===== config.mk =====
export PLATFORM = sky130hd
export DESIGN_NAME = encoder
export DESIGN_NICKNAME = d
export VERILOG_FILES = /design/src/rtl/encoder_pkg.sv /design/src/rtl/encoder_bit_timer.sv /design/src/rtl/encoder.sv
export SDC_FILE = /design/constraint.sdc
export NUM_CORES = 1
export LEC_CHECK = 0
export CORE_UTILIZATION = 58
export DETAILED_ROUTE_END_ITERATION = 10
export PLACE_DENSITY = 0.88
export SLEW_MARGIN = 25
export SYNTH_ARGS = -nofsm -noshare
export SYNTH_HDL_FRONTEND = slang
export SYNTH_SLANG_ARGS = --single-unit

===== constraint.sdc =====
create_clock -name clk -period 3.5 [get_ports clk]
set_clock_uncertainty 0.1 [all_clocks]
set_input_delay 0.875 -clock clk [delete_from_list [all_inputs] [get_ports clk]]
set_output_delay 0.875 -clock clk [all_outputs]
set_load 0.005 [all_outputs]

===== src/rtl/encoder_pkg.sv =====
// Shared definitions for the HSI transmit path: states, line levels, bit order and frame packing.
package encoder_pkg;

    typedef enum logic [1:0] {
        ST_IDLE  = 2'd0,
        ST_START = 2'd1,
        ST_DATA  = 2'd2,
        ST_STOP  = 2'd3
    } state_t;

    localparam logic START_BIT = 1'b0;
    localparam logic STOP_BIT  = 1'b1;

    localparam int DEF_BIT_TICKS  = 8;
    localparam int DEF_STOP_TICKS = 8;

    localparam logic LSB    = 1'b1;
    localparam logic MSB    = 1'b0;
    localparam logic ML_FST = LSB;

    // Packs the byte and parity into transmit order so the PISO always shifts out bit 0 first.
    function automatic logic [8:0] frame_bits(input logic [7:0] b, input logic order, input logic par);
        logic [7:0] rev;
        for (int i = 0; i < 8; i++) rev[i] = b[7-i];
        return (order == LSB) ? {par, b} : {par, rev};
    endfunction

endpackage


===== src/rtl/encoder_bit_timer.sv =====
// Per-bit tick counter: reloads at each bit boundary and flags the last tick of the current bit.
module en_bit_timer #(
    parameter int CW = 4
) (
    input  logic          clk,
    input  logic          rst,
    input  logic          clk_en,
    input  logic          load,
    input  logic [CW-1:0] load_val,
    output logic          bit_done
);

    logic [CW-1:0] cnt;

    always_ff @(posedge clk) begin
        if (rst) begin
            cnt <= '0;
        end else if (clk_en) begin
            if (load)
                cnt <= load_val;
            else if (cnt != '0)
                cnt <= cnt - CW'(1);
        end
    end

    assign bit_done = clk_en && (cnt == CW'(1));

endmodule


===== src/rtl/encoder.sv =====
// HSI serial transmitter: start bit, 8 data bits, odd parity, stop bit on a registered line.
// Optional parity-error injection port is enabled by defining HSI_TX_PB_INJ_EN.
module encoder
    import encoder_pkg::*;
#(
    parameter int   BIT_TICKS  = DEF_BIT_TICKS,
    parameter int   STOP_TICKS = DEF_STOP_TICKS,
    parameter logic BIT_ORDER  = ML_FST
) (
    input  logic       clk,
    input  logic       rst,
    input  logic       clk_en,
    input  logic [7:0] d,
    input  logic       d_vld,
    output logic       d_rdy,
    output logic       q,
    output logic       busy,
    output logic       frame_end
`ifdef HSI_TX_PB_INJ_EN
    ,
    input  logic       pb_inj
`endif
);

    localparam int CW = $clog2(STOP_TICKS) + 1;

    state_t        state, next_state;
    logic          accept, load, bit_done, parity;
    logic [CW-1:0] load_val;
    logic [8:0]    shreg;
    logic [3:0]    bit_idx;

`ifdef HSI_TX_PB_INJ_EN
    assign parity = (~^d) ^ pb_inj;
`else
    assign parity = ~^d;
`endif

    assign d_rdy = (state == ST_IDLE);
    assign busy  = (state != ST_IDLE);

    en_bit_timer #(.CW(CW)) u_timer (
        .clk      (clk),
        .rst      (rst),
        .clk_en   (clk_en),
        .load     (load),
        .load_val (load_val),
        .bit_done (bit_done)
    );

    always_ff @(posedge clk) begin
        if (rst) state <= ST_IDLE;
        else     state <= next_state;
    end

    always_comb begin
        next_state = state;
        accept     = 1'b0;
        load       = 1'b0;
        load_val   = CW'(BIT_TICKS);
        case (state)
            ST_IDLE: begin
                if (clk_en && d_vld) begin
                    accept     = 1'b1;
                    load       = 1'b1;
                    next_state = ST_START;
                end
            end
            ST_START: begin
                if (bit_done) begin
                    load       = 1'b1;
                    next_state = ST_DATA;
                end
            end
            ST_DATA: begin
                if (bit_done) begin
                    load = 1'b1;
                    // Parity (index 8) just finished: the stop bit has its own length.
                    if (bit_idx == 4'd8) begin
                        load_val   = CW'(STOP_TICKS);
                        next_state = ST_STOP;
                    end
                end
            end
            ST_STOP: begin
                if (bit_done) next_state = ST_IDLE;
            end
            default: next_state = ST_IDLE;
        endcase
    end

    always_ff @(posedge clk) begin
        if (rst) begin
            shreg     <= '0;
            bit_idx   <= '0;
            q         <= STOP_BIT;
            frame_end <= 1'b0;
        end else begin
            frame_end <= 1'b0;
            if (accept) begin
                shreg <= frame_bits(d, BIT_ORDER, parity);
                q     <= START_BIT;
            end else if (bit_done) begin
                case (state)
                    ST_START: begin
                        q       <= shreg[0];
                        shreg   <= {1'b0, shreg[8:1]};
                        bit_idx <= '0;
                    end
                    ST_DATA: begin
                        if (bit_idx == 4'd8) begin
                            q <= STOP_BIT;
                        end else begin
                            q       <= shreg[0];
                            shreg   <= {1'b0, shreg[8:1]};
                            bit_idx <= bit_idx + 4'd1;
                        end
                    end
                    ST_STOP:  frame_end <= 1'b1;
                    default:  ;
                endcase
            end
        end
    end

endmodule


-- Word-level counts from Yosys, hierarchy flattened
Cells that the tools add are included.
- register bits after elaboration: 21
- word-level logic and storage cells: 62
- output and inout port bits: 4
- equal/unequal tests: 12
- bitwise gates (word level): 2
- add/sub/neg operators: 2
- multiplexer cells: 23
- reductions and logical operators: 17
- operators with widths (kind ; number):
    $mux W9 ; 3
    $pmux W9 S2 ; 1
    $mux W4 ; 3
    $mux W2 ; 5
    $ne A2 B2 Y1 const B ; 5
    $pmux W2 S4 ; 1
    $pmux W4 S2 ; 1
    $reduce_bool A2 Y1 ; 4
    $reduce_xnor A8 Y1 ; 1
    $mux W1 ; 7
    $reduce_and A5 Y1 ; 1
    $add A4 B1 Y4 const B ; 1
    $eq A2 B2 Y1 const B ; 2
    $eq A4 B1 Y1 const B ; 1
    $eq A4 B4 Y1 const B ; 1
    $pmux W1 S2 ; 2
    $reduce_and A2 Y1 ; 2
    $reduce_and A4 Y1 ; 1
    $reduce_bool A4 Y1 ; 1
    $sub A4 B1 Y4 const B ; 1
    $ne A3 B3 Y1 const B ; 1
    $reduce_and A3 Y1 ; 1
    $reduce_bool A3 Y1 ; 1
    $reduce_or A3 Y1 ; 1
    other kinds (6) ; 8

-- Longest topological paths before layout
Gate-level depths: netlist (run 1).
- depth after elaboration: 6
- depth in mapped cells: 8
- depth with buffers taken out: 6

-- By module
Synthesis (run 1) repeated with hierarchy kept, for this count alone.
- cells, all modules: 147
- area, all modules: 1268.7 µm²
- modules (own cells, without submodules) (module ; area an instance (µm²) ; sequential area each (µm²) ; instances ; cells each):
    encoder ; 977.2 ; 340.3 ; 1 ; 111
    en_bit_timer ; 291.5 ; 80.1 ; 1 ; 36

-- Least setup slack after synthesis (run 1)
No wires, ideal clock.
- kind: input to register
- from: in clk_en
- to: reg shreg[0]
- setup time: 0.138 ns
- data arrival time: 1.850 ns
- slack: 1.413 ns
- stages on the path: 6
- cell sequence: buf_2 -> nand4bb_1 -> nor3b_1 -> buf_4 -> mux2i_1 -> a211oi_1
- cells in the longest elaborated chain, start to end: 5
- elaborated cells on any way between the ends: 9
- RTL lines (what ; RTL line ; source):
    start: declaration ; encoder.sv:12 ; input logic clk_en,
    $logic_and A1 B1 Y1 ; encoder.sv:63 ; if (clk_en && d_vld) begin
    $mux W1 ; encoder.sv:63 ;
    $mux W1 ; encoder.sv:61 ; case (state)
    $ne A3 B3 Y1 (no source line) (tied with other cells) ; n/a ;
    $reduce_and A3 Y1 (no source line) ; n/a ;
    end signal: assignment ; encoder.sv:101 ; shreg <= frame_bits(d, BIT_ORDER, parity);
    end signal: assignment ; encoder.sv:107 ; shreg <= {1'b0, shreg[8:1]};
    end signal: assignment ; encoder.sv:115 ; shreg <= {1'b0, shreg[8:1]};
    end: declaration ; encoder.sv:30 ; logic [8:0] shreg;
Parallel ways exist; a longest one is shown, timed or not.
A chain may end at the register's enable or synchronous reset.

-- Worst setup path in the final report (run 1)
- from: reg state[0]
- to: out busy
- cells in the longest elaborated chain, start to end: 1
- RTL lines (what ; RTL line ; source):
    start: declaration ; encoder.sv:27 ; state_t state, next_state;
    start signal: assignment ; encoder.sv:53 ; else state <= next_state;
    $reduce_bool A2 Y1 ; encoder.sv:40 ; assign busy = (state != ST_IDLE);
    end: declaration ; encoder.sv:17 ; output logic busy,
Every way passes these cells.

==> out/results.ini, run 1 <==
[status]
status=finished clean

[cells_and_area]
syn2layout_area_growth_pct=15.9
layout-drive-gt1-share_pct=3.92
fin_nets=176
diodes=0
final_area_um2=1420
fill_cells=175

[grt]
grtUsageTotal_pct=24.7
grt_pass1_vias=964
grt.overflow.total=0
grt_pass1_wl_mm=3.91
grt_max_degree=20
antenna_found_initial=0

[yosys]
ys.flop_type=dfxtp_1
async_flop_share_pct=0
syn_avg_cell_area_um2=8.86
seq_area_frac_synth_pct=34.4
synth_edf_count=0
synth-seq-cells=21
synth_common_cells=21 x dfxtp_1, 16 x nor2_1, 10 x ha_1, 9 x mux2i_1
yosysTopAreaCell=dfxtp_1
synth_cell_type_count=39
netlist.area_leader.share_pct=34.4
yosys-top-cells-area=dfxtp_1 34%, ha_1 10%, mux2i_1 7.4%, xnor2_1 5.0%, a211oi_1 4.9%
syn-num-nets=160
yosysMostFrequentCell=dfxtp_1
yosysWarningCount=0
synth_area_um2=1220
synth_cells=138

[sta]
worst_slew_pin_slew_ns=0.505
period_needed_ns=2.67
report.final.slew_viol_count=0
hold_viol_final=0
fin_tns_setup_ns=0
slew_headroom_pct=66.3
rsz0062_at_grt=no
finalSetupViolCount=0
period_share_pct=76.2
max_freq_mhz=375

[die]
pin_count=16
die_area_um2=2300
core_area_um2=1960
die_x_um=47.9
die-height_um=47.9
row_count=16
initial_utilization_pct=62.3

[cts]
cts.sinks=21
cts_buffers=3
postCtsSetupRepairBufs=0
clockBufferDepth=2
clk_pin_slew_ns=0.12
cts_hold_buf=0
clkLatencyLatePin_ns=0.31
root_buffer=clkbuf_4
cts_tree=done
htreeDepth=1
cts-resized-gates=0

[power_and_ir_drop]
power_switching_w=0.000297
p_leak_nw=0.527
power_density_nw_per_um2=564
irDropWorstVdd_v=0.000343
pwr-share-comb_pct=44.9
pwr-share-clk_pct=14.8
swShare_pct=37.1
internal_power_w=0.000502
seq_power_share_pct=40.3

[routing]
drt-wirelength-per-cell_um=13.9
final_antenna_net_count=0
vias=1039
avgViaCountPerCell=5.77
wirelength_mm=2.50
drt_iter0_markers=29
post-route-drc-count=0
dr.pass1.iters=4

[setup_path]
reg2reg_to=state[1]
crit_end=busy
cp-startpoint=state[0]
r2r-start=state[0]
cpPeakStageDelay_ns=0.49
critical_path_arrival_ns=1.69
reg2regPathDepth=6
crit_path_end_kind=output port
crit_fanout=5
path_cells=inv_1 > ha_1 > inv_1 > clkdlybuf4s50_1
worstPathRequired_ns=2.52
reg2reg_slack_ns=1.32
cp_slowest_cell=clkdlybuf4s50_1
critPathKind=register to output port
startpoint_type=register
worst_path_most_repeated_cell=inv_1

[placement]
dp_hpwl_mm=1.89
place_area_um2=1390
routabilityCongestion=0.841
io_buffers=15

[job]
maxCapViolations=0

[hold_path]
hp-class=register to register
whs_path_depth=2

[routing by layer]
metal,global-route usage (%),up-vias,part of all wire (%),routed length (um)
met3,4.15,15,4.0,100
li1,-,521,-,-
met4,15.0,0,4.0,99
met1,29.5,467,45,1130
met2,41.4,36,47,1180
met5,0,-,0,0
[per-stage QoR]
step | setup WS, ns | cells | utilization, % | total power (W) | hold slack (ns)
after floorplan | 1.41 | 138 | - | 0.000578 | 0.360
after global placement | 0.819 | 176 | 70.9 | 0.000661 | 0.371
after detailed placement | 0.735 | 176 | 70.9 | 0.000682 | 0.381
after CTS | 0.848 | 180 | 72.2 | 0.000796 | 0.397
after global routing | 0.763 | 180 | 72.2 | 0.000863 | 0.422
final | 0.834 | 180 | 72.2 | 0.000799 | 0.398
[cells in the final DEF (no fill, tap or decap), types with 5 or more instances in the layout]
cell type,count
dfxtp_1,21
xnor2_1,7
clkdlybuf4s50_1,15
nor2_1,16
ha_1,10
nand3_1,5
o21ai_1,6
nand2_1,5
mux2i_1,9
inv_1,8
a211oi_1,8
[power groups by stage]
| stage | sequential (W) | combinational (W) | clock [W] |
|---|---|---|---|
| after floorplan | 0.000317 | 0.000261 | 0 |
| after global placement | 0.000324 | 0.000337 | 0 |
| after detailed placement | 0.000326 | 0.000356 | 0 |
| after CTS | 0.000321 | 0.000358 | 0.000117 |
| after global routing | 0.000327 | 0.000406 | 0.000130 |
| final | 0.000322 | 0.000358 | 0.000119 |
[critical path, delay by kind of cell, from the launching register on]
kind	cells	cell delay [ns]
flip-flops	1	0.45
buffers and inverters	3	0.66
adder cells (fa/ha/maj)	1	0.26
[worst min-delay path by stage]
stage	from	end
after global routing	bit_idx[1]	bit_idx[1]
after detailed placement	bit_idx[1]	bit_idx[1]
after floorplan	shreg[8]	shreg[8]
after CTS	bit_idx[1]	bit_idx[1]
final	bit_idx[1]	bit_idx[1]
after global placement	shreg[8]	shreg[8]
[layout make-up]
type                            instances  area (um2)  area share, %
Tap cell                               27        33.8           2.39
Clock buffer                            4        26.3           1.86
Multi-Input combinational cell        102         733           51.8
Sequential cell                        21         420           29.7
Inverter                                8        30.0           2.12
Timing Repair Buffer                   18         173           12.2
[logic make-up after synthesis]
family                     synth area share (%)
DFF                                        34.4
muxes                                      8.29
xor gates and xnor gates                   5.73
AOI/OAI and AO/OA                          13.9
adders and majority gates                  10.2
and+or+nand+nor                            21.8
buffers and inverters                      5.63
[sequential cells by signal, summed over array words and instances (netlist names)]
register / count
state: 2
bit_idx: 4
frame_end: 1
shreg: 9
q: 1
u_timer.cnt: 4
(Power assumes the default switching activity.)
==> run 2, diff against run 1 <==
--- a/config.mk
+++ b/config.mk
@@ -5,9 +5,9 @@
 export SDC_FILE = /design/constraint.sdc
 export NUM_CORES = 1
 export LEC_CHECK = 0
-export CORE_UTILIZATION = 58
+export CORE_UTILIZATION = 48
 export DETAILED_ROUTE_END_ITERATION = 10
-export PLACE_DENSITY = 0.88
+export PLACE_DENSITY = 0.79
 export SLEW_MARGIN = 25
 export SYNTH_ARGS = -nofsm -noshare
 export SYNTH_HDL_FRONTEND = slang
==> constraint.sdc (replaced) <==
create_clock -name clk -period 2.2 [get_ports clk]
set_clock_uncertainty 0.1 [all_clocks]
set_input_delay 0.55 -clock clk [delete_from_list [all_inputs] [get_ports clk]]
set_output_delay 0.55 -clock clk [all_outputs]
set_load 0.005 [all_outputs]
==> out/results.ini, run 2 (synthesized netlist as in run 1, its figures left out) <==
[sta]
max_freq_mhz=474
worst_slew_pin_slew_ns=0.438  ; -0.0670 ns
period_needed_ns=2.11
finalSetupViolCount=0  ; unchanged
period_share_pct=95.8
fin_tns_setup_ns=0  ; unchanged
slew_headroom_pct=70.8  ; +4.6 points
rsz0062_at_grt=no
hold_viol_final=0  ; unchanged
report.final.slew_viol_count=0  ; unchanged

[setup_path]
cpPeakStageDelay_ns=0.48  ; about the same
crit_fanout=3  ; -2
critPathKind=register to output port
worst_path_most_repeated_cell=inv_1
r2r-start=state[1]
cp-startpoint=state[1]
critical_path_arrival_ns=1.46  ; -0.23 ns
cp_slowest_cell=clkdlybuf4s50_1
worstPathRequired_ns=1.55  ; -0.97 ns
path_cells=inv_1 > ha_2 > inv_1 > clkdlybuf4s50_1
startpoint_type=register
path_buf_inv=3  ; unchanged
crit_path_end_kind=output port
crit_family=buffers and inverters

[routing]
drt-wirelength-per-cell_um=12.9  ; -6.9%
post-route-drc-count=0  ; unchanged
wirelength_mm=2.42  ; -3.2%
avgViaCountPerCell=5.55  ; -3.8%
final_antenna_net_count=0  ; unchanged
vias=1038  ; -0.096%
drt_iter0_markers=18  ; -38%
dr.pass1.iters=4  ; unchanged

[die]
initial_utilization_pct=53.2  ; -9.1 points
pin_count=16  ; unchanged
die_x_um=52.5  ; +9.5%
row_count=17  ; +1
core_area_um2=2300  ; +17%
die-height_um=52.5  ; +9.5%
die_area_um2=2750  ; +20%

[cts]
clk_pin_slew_ns=0.12  ; about the same
cts.sinks=21  ; unchanged
clockBufferDepth=2  ; unchanged
htreeDepth=1  ; unchanged
root_buffer=clkbuf_4
cts_buffers=3  ; unchanged
cts_hold_buf=0  ; unchanged
clkLatencyLatePin_ns=0.30  ; about the same
cts_tree=done

[cells_and_area]
largest-register=shreg
most-common-layout-cells=19 x dfxtp_1, 16 x nor2_1, 15 x clkdlybuf4s50_1
fill_cells=198  ; +13%
finish.utilization_pct=63.9  ; -8.3 points
diodes=0  ; unchanged
layout-drive-gt1-share_pct=9.43  ; +5.5 points
largest_register_ffs=9  ; unchanged
multi_input_area_um2=736  ; +0.34%
fin_nets=182  ; +3.4%
regArea_um2=423  ; +0.60%
syn2layout_area_growth_pct=20.1
reg.largest.list=shreg x9, bit_idx x4, u_timer.cnt x4
layout_commonest_cell=dfxtp_1

[hold_path]
holdCritStartpoint=shreg[8]
hp-class=register to register

[grt]
grt_pass1_wl_mm=4.37  ; +12%
grt_max_degree=19  ; -5.0%
grtUsageTotal_pct=21.5  ; -3.3 points
grt_pass1_vias=1016  ; +5.4%
grt.overflow.total=0  ; unchanged
antenna_found_initial=0  ; unchanged

[job]
maxCapViolations=0  ; unchanged

[placement]
io_buffers=15  ; unchanged
routabilityCongestion=0.784  ; -6.8%
dp_hpwl_mm=1.76  ; -7.1%

[power_and_ir_drop]
power_density_nw_per_um2=900  ; +60%
totalPowerFinal_w=0.00132  ; +65%
irDropWorstVdd_v=0.000654  ; +91%
p_leak_nw=0.556  ; +5.5%

[status]
status=finished clean

## run 2: cell types whose count changed in the layout (fill, tap and decap cells not counted)
cell	delta
ha_2	+1
buf_4	+6
ha_1	-1
dfxtp_1	-2
dfxtp_2	+2
## run 2: final timing paths
check	cells after the start	endpoint	slack [ns]
worst max-delay path	4	busy	0.09
worst max register to register	6	state[1]	0.19
worst min register to register	2	shreg[8]	0.39
worst min-delay path	2	shreg[8]	0.39
## run 2: worst reg2reg max path, stage by stage, from the launching register on
cell	delay, ns
dfxtp_2	0.35
buf_4	0.14
ha_1	0.24
or3_1	0.34
a222oi_1	0.45
mux2i_1	0.24
nor2_1	0.06
## run 2: final cells by class
class	instances	area share, %
multi-input combinational	102	50.1
clock buffer	4	1.79
sequential	21	28.8
inverter	8	2.05
tap	28	2.39
timing repair buffer	24	14.8
## run 2: metrics by stage
stage | hold slack, ns | instance area, um2 | std cells | setup WS [ns]
after global placement | 0.373 | 1420 | 181 | -0.0354
after detailed placement | 0.379 | 1420 | 181 | -0.0741
final | 0.393 | 1470 | 187 | 0.0922
after global routing | 0.432 | 1470 | 187 | 0.0175
after CTS | 0.398 | 1460 | 186 | 0.0388
after floorplan | 0.360 | 1220 | 138 | 0.195
## run 2: timing repair
item | CTS | global route
resized for setup | 2 | 1
endpoints found under the setup margin | 2 | 2
pin swaps | 0 | 1
buffers inserted | 1 | 1
## run 2: layer usage
metal | up-vias | global-route usage [%] | share of wire, %
met2 | 22 | 37.6 | 49
met4 | 0 | 3.95 | 0.58
met5 | - | 0 | 0
met1 | 478 | 25.8 | 47
li1 | 536 | - | -
met3 | 2 | 6.38 | 3.8
## run 2: power by group
group / switching (W) / internal [W] / leakage [nW] / total (W)
logic: 0.000308 / 0.000321 / 0.369 / 0.000628
clock network: 0.000118 / 0.0000706 / 0.0150 / 0.000189
registers: 0.0000474 / 0.000456 / 0.172 / 0.000504
==> run 3, diff against run 2 <==
--- a/config.mk
+++ b/config.mk
@@ -5,8 +5,10 @@
 export SDC_FILE = /design/constraint.sdc
 export NUM_CORES = 1
 export LEC_CHECK = 0
+export CORE_ASPECT_RATIO = 0.8
 export CORE_UTILIZATION = 48
 export DETAILED_ROUTE_END_ITERATION = 10
+export GPL_TIMING_DRIVEN = 0
 export PLACE_DENSITY = 0.79
 export SLEW_MARGIN = 25
 export SYNTH_ARGS = -nofsm -noshare
==> out/results.ini, run 3 (synthesized netlist as in run 1, its figures left out) <==
[routing]
final_antenna_net_count=0  ; unchanged
avgViaCountPerCell=5.35  ; -3.6%
wirelength_mm=2.52  ; +4.1%
vias=1027  ; -1.1%
drt-wirelength-per-cell_um=13.1  ; +1.4%
dr.pass1.iters=4  ; unchanged
post-route-drc-count=0  ; unchanged
drt_iter0_markers=51  ; +33

[cells_and_area]
reg.largest.list=shreg x9, bit_idx x4, u_timer.cnt x4
multi_input_area_um2=746  ; +1.4%
largest_register_ffs=9  ; unchanged
diodes=0  ; unchanged
fill_cells=208  ; +5.1%
layout_commonest_cell=dfxtp_1
layout-drive-gt1-share_pct=9.49  ; +0.060 points
most-common-layout-cells=19 x dfxtp_1, 16 x nor2_1, 13 x clkdlybuf4s50_1
regArea_um2=428  ; +1.2%
fin_cells=192  ; +2.7%
largest-register=shreg
syn2layout_area_growth_pct=19.9
fin_nets=181  ; -0.55%

[sta]
report.final.slew_viol_count=0  ; unchanged
period_share_pct=95.3  ; -0.53 points
whs_ns=0.406  ; +0.0132 ns
max_freq_mhz=477  ; +0.56%
period_needed_ns=2.10  ; -0.0116 ns
finalSetupViolCount=0  ; unchanged
fin_tns_setup_ns=0  ; unchanged
hold_viol_final=0  ; unchanged
slew_headroom_pct=68.0  ; -2.8 points
worst_slew_pin_slew_ns=0.479  ; +0.0419 ns
rsz0062_at_grt=no

[power_and_ir_drop]
irDropWorstVdd_v=0.000628  ; -4.0%
totalPowerFinal_w=0.00135  ; +2.2%
p_leak_nw=0.546  ; -1.9%
power_density_nw_per_um2=922  ; +2.4%

[cts]
cts_tree=done
cts_hold_buf=0  ; unchanged
clkLatencyLatePin_ns=0.31  ; about the same
clockBufferDepth=2  ; unchanged
clk_pin_slew_ns=0.12  ; about the same
cts_buffers=3  ; unchanged
root_buffer=clkbuf_4
htreeDepth=1  ; unchanged
cts.sinks=21  ; unchanged

[setup_path]
worstPathRequired_ns=1.55  ; about the same
startpoint_type=register
crit_fanout=5  ; +2
critical_path_arrival_ns=1.45  ; about the same
crit_path_end_kind=output port
critPathKind=register to output port

[placement]
dp_hpwl_mm=1.86  ; +5.7%
routabilityCongestion=0.800  ; +2.0%
io_buffers=13  ; -2
dp_cells=185  ; +2.2%

[grt]
grt_pass1_wl_mm=4.31  ; -1.4%
grt_use_met3_pct=4.96  ; -1.4 points
grt_pass1_vias=967  ; -4.8%
grt.overflow.total=0  ; unchanged
grt.met1_usage_pct=27.0  ; +1.1 points
grt_most_used_layer=met2
grtUsageTotal_pct=21.2  ; -0.27 points
grtUsageMet2_pct=37.0  ; -0.54 points
antenna_found_initial=0  ; unchanged
grt_max_degree=13  ; -6

[die]
die_x_um=58.4  ; +11%
initial_utilization_pct=53.8  ; +0.62 points
core_area_um2=2270  ; -1.1%
row_count=15  ; -2
die-height_um=47.1  ; -10%
die_area_um2=2750  ; about the same
pin_count=16  ; unchanged

[hold_path]
hp-class=register to register

[job]
maxCapViolations=0  ; unchanged

[status]
status=finished clean

run 3: cell types whose count changed in the layout (fill, tap and decap cells not counted), moves of 2 or more:
| cell | change |
|---|---|
| inv_2 | +2 |
| clkbuf_1 | +3 |
| buf_4 | -5 |
| dfxtp_2 | -2 |
| clkdlybuf4s50_1 | -2 |
| dfxtp_4 | +2 |
| inv_1 | -2 |
run 3: power by group:
group          total, W  switching [W]  internal [W]
Combinational  0.000643       0.000313      0.000330
Clock          0.000190       0.000122     0.0000680
Sequential     0.000518      0.0000561      0.000461
Total           0.00135       0.000491      0.000860
run 3: routing by layer:
layer | vias up | wire [um]
met1 | 473 | 1250
met4 | 0 | 14
met3 | 2 | 84
met2 | 17 | 1170
li1 | 535 | -
met5 | - | 0
run 3: metrics by stage:
| step | setup WS [ns] | util (%) | area [um2] |
|---|---|---|---|
| after floorplan | 0.195 | - | 1220 |
| after global placement | 0.0914 | 61.4 | 1400 |
| after detailed placement | 0.0603 | 61.4 | 1400 |
| after CTS | 0.0131 | 63.0 | 1430 |
| final | 0.104 | 64.5 | 1470 |
| after global routing | 0.0302 | 64.5 | 1470 |
run 3: area by class of cell:
| type | instances | area share, % |
|---|---|---|
| multi-input cells | 102 | 50.9 |
| flip-flops and latches | 21 | 29.2 |
| repair buffers | 16 | 10.4 |
| well taps | 34 | 2.90 |
| plain buffers | 7 | 2.65 |
| inverters | 8 | 2.05 |
| clock buffers | 3 | 1.54 |
| clock inverters | 1 | 0.342 |
run 3: final timing paths:
| path | startpoint | end | slack, ns | depth (start not counted) |
|---|---|---|---|---|
| min reg2reg | shreg[8] | shreg[8] | 0.41 | 2 |
| max | state[1] | busy | 0.10 | 4 |
| max reg2reg | state[0] | state[1] | 0.16 | 7 |
| min | shreg[8] | shreg[8] | 0.41 | 2 |
run 3: critical path: stages, from the launching register on:
cell	delay [ns]
dfxtp_4	0.38
inv_2	0.06
ha_4	0.17
inv_1	0.05
clkdlybuf4s50_1	0.49
run 3: repair_timing:
item	4_1_cts	5_1_grt
pin swaps	0	0
setup buffers	0	3
gates resized for setup	4	4
setup endpoints to repair	2	2
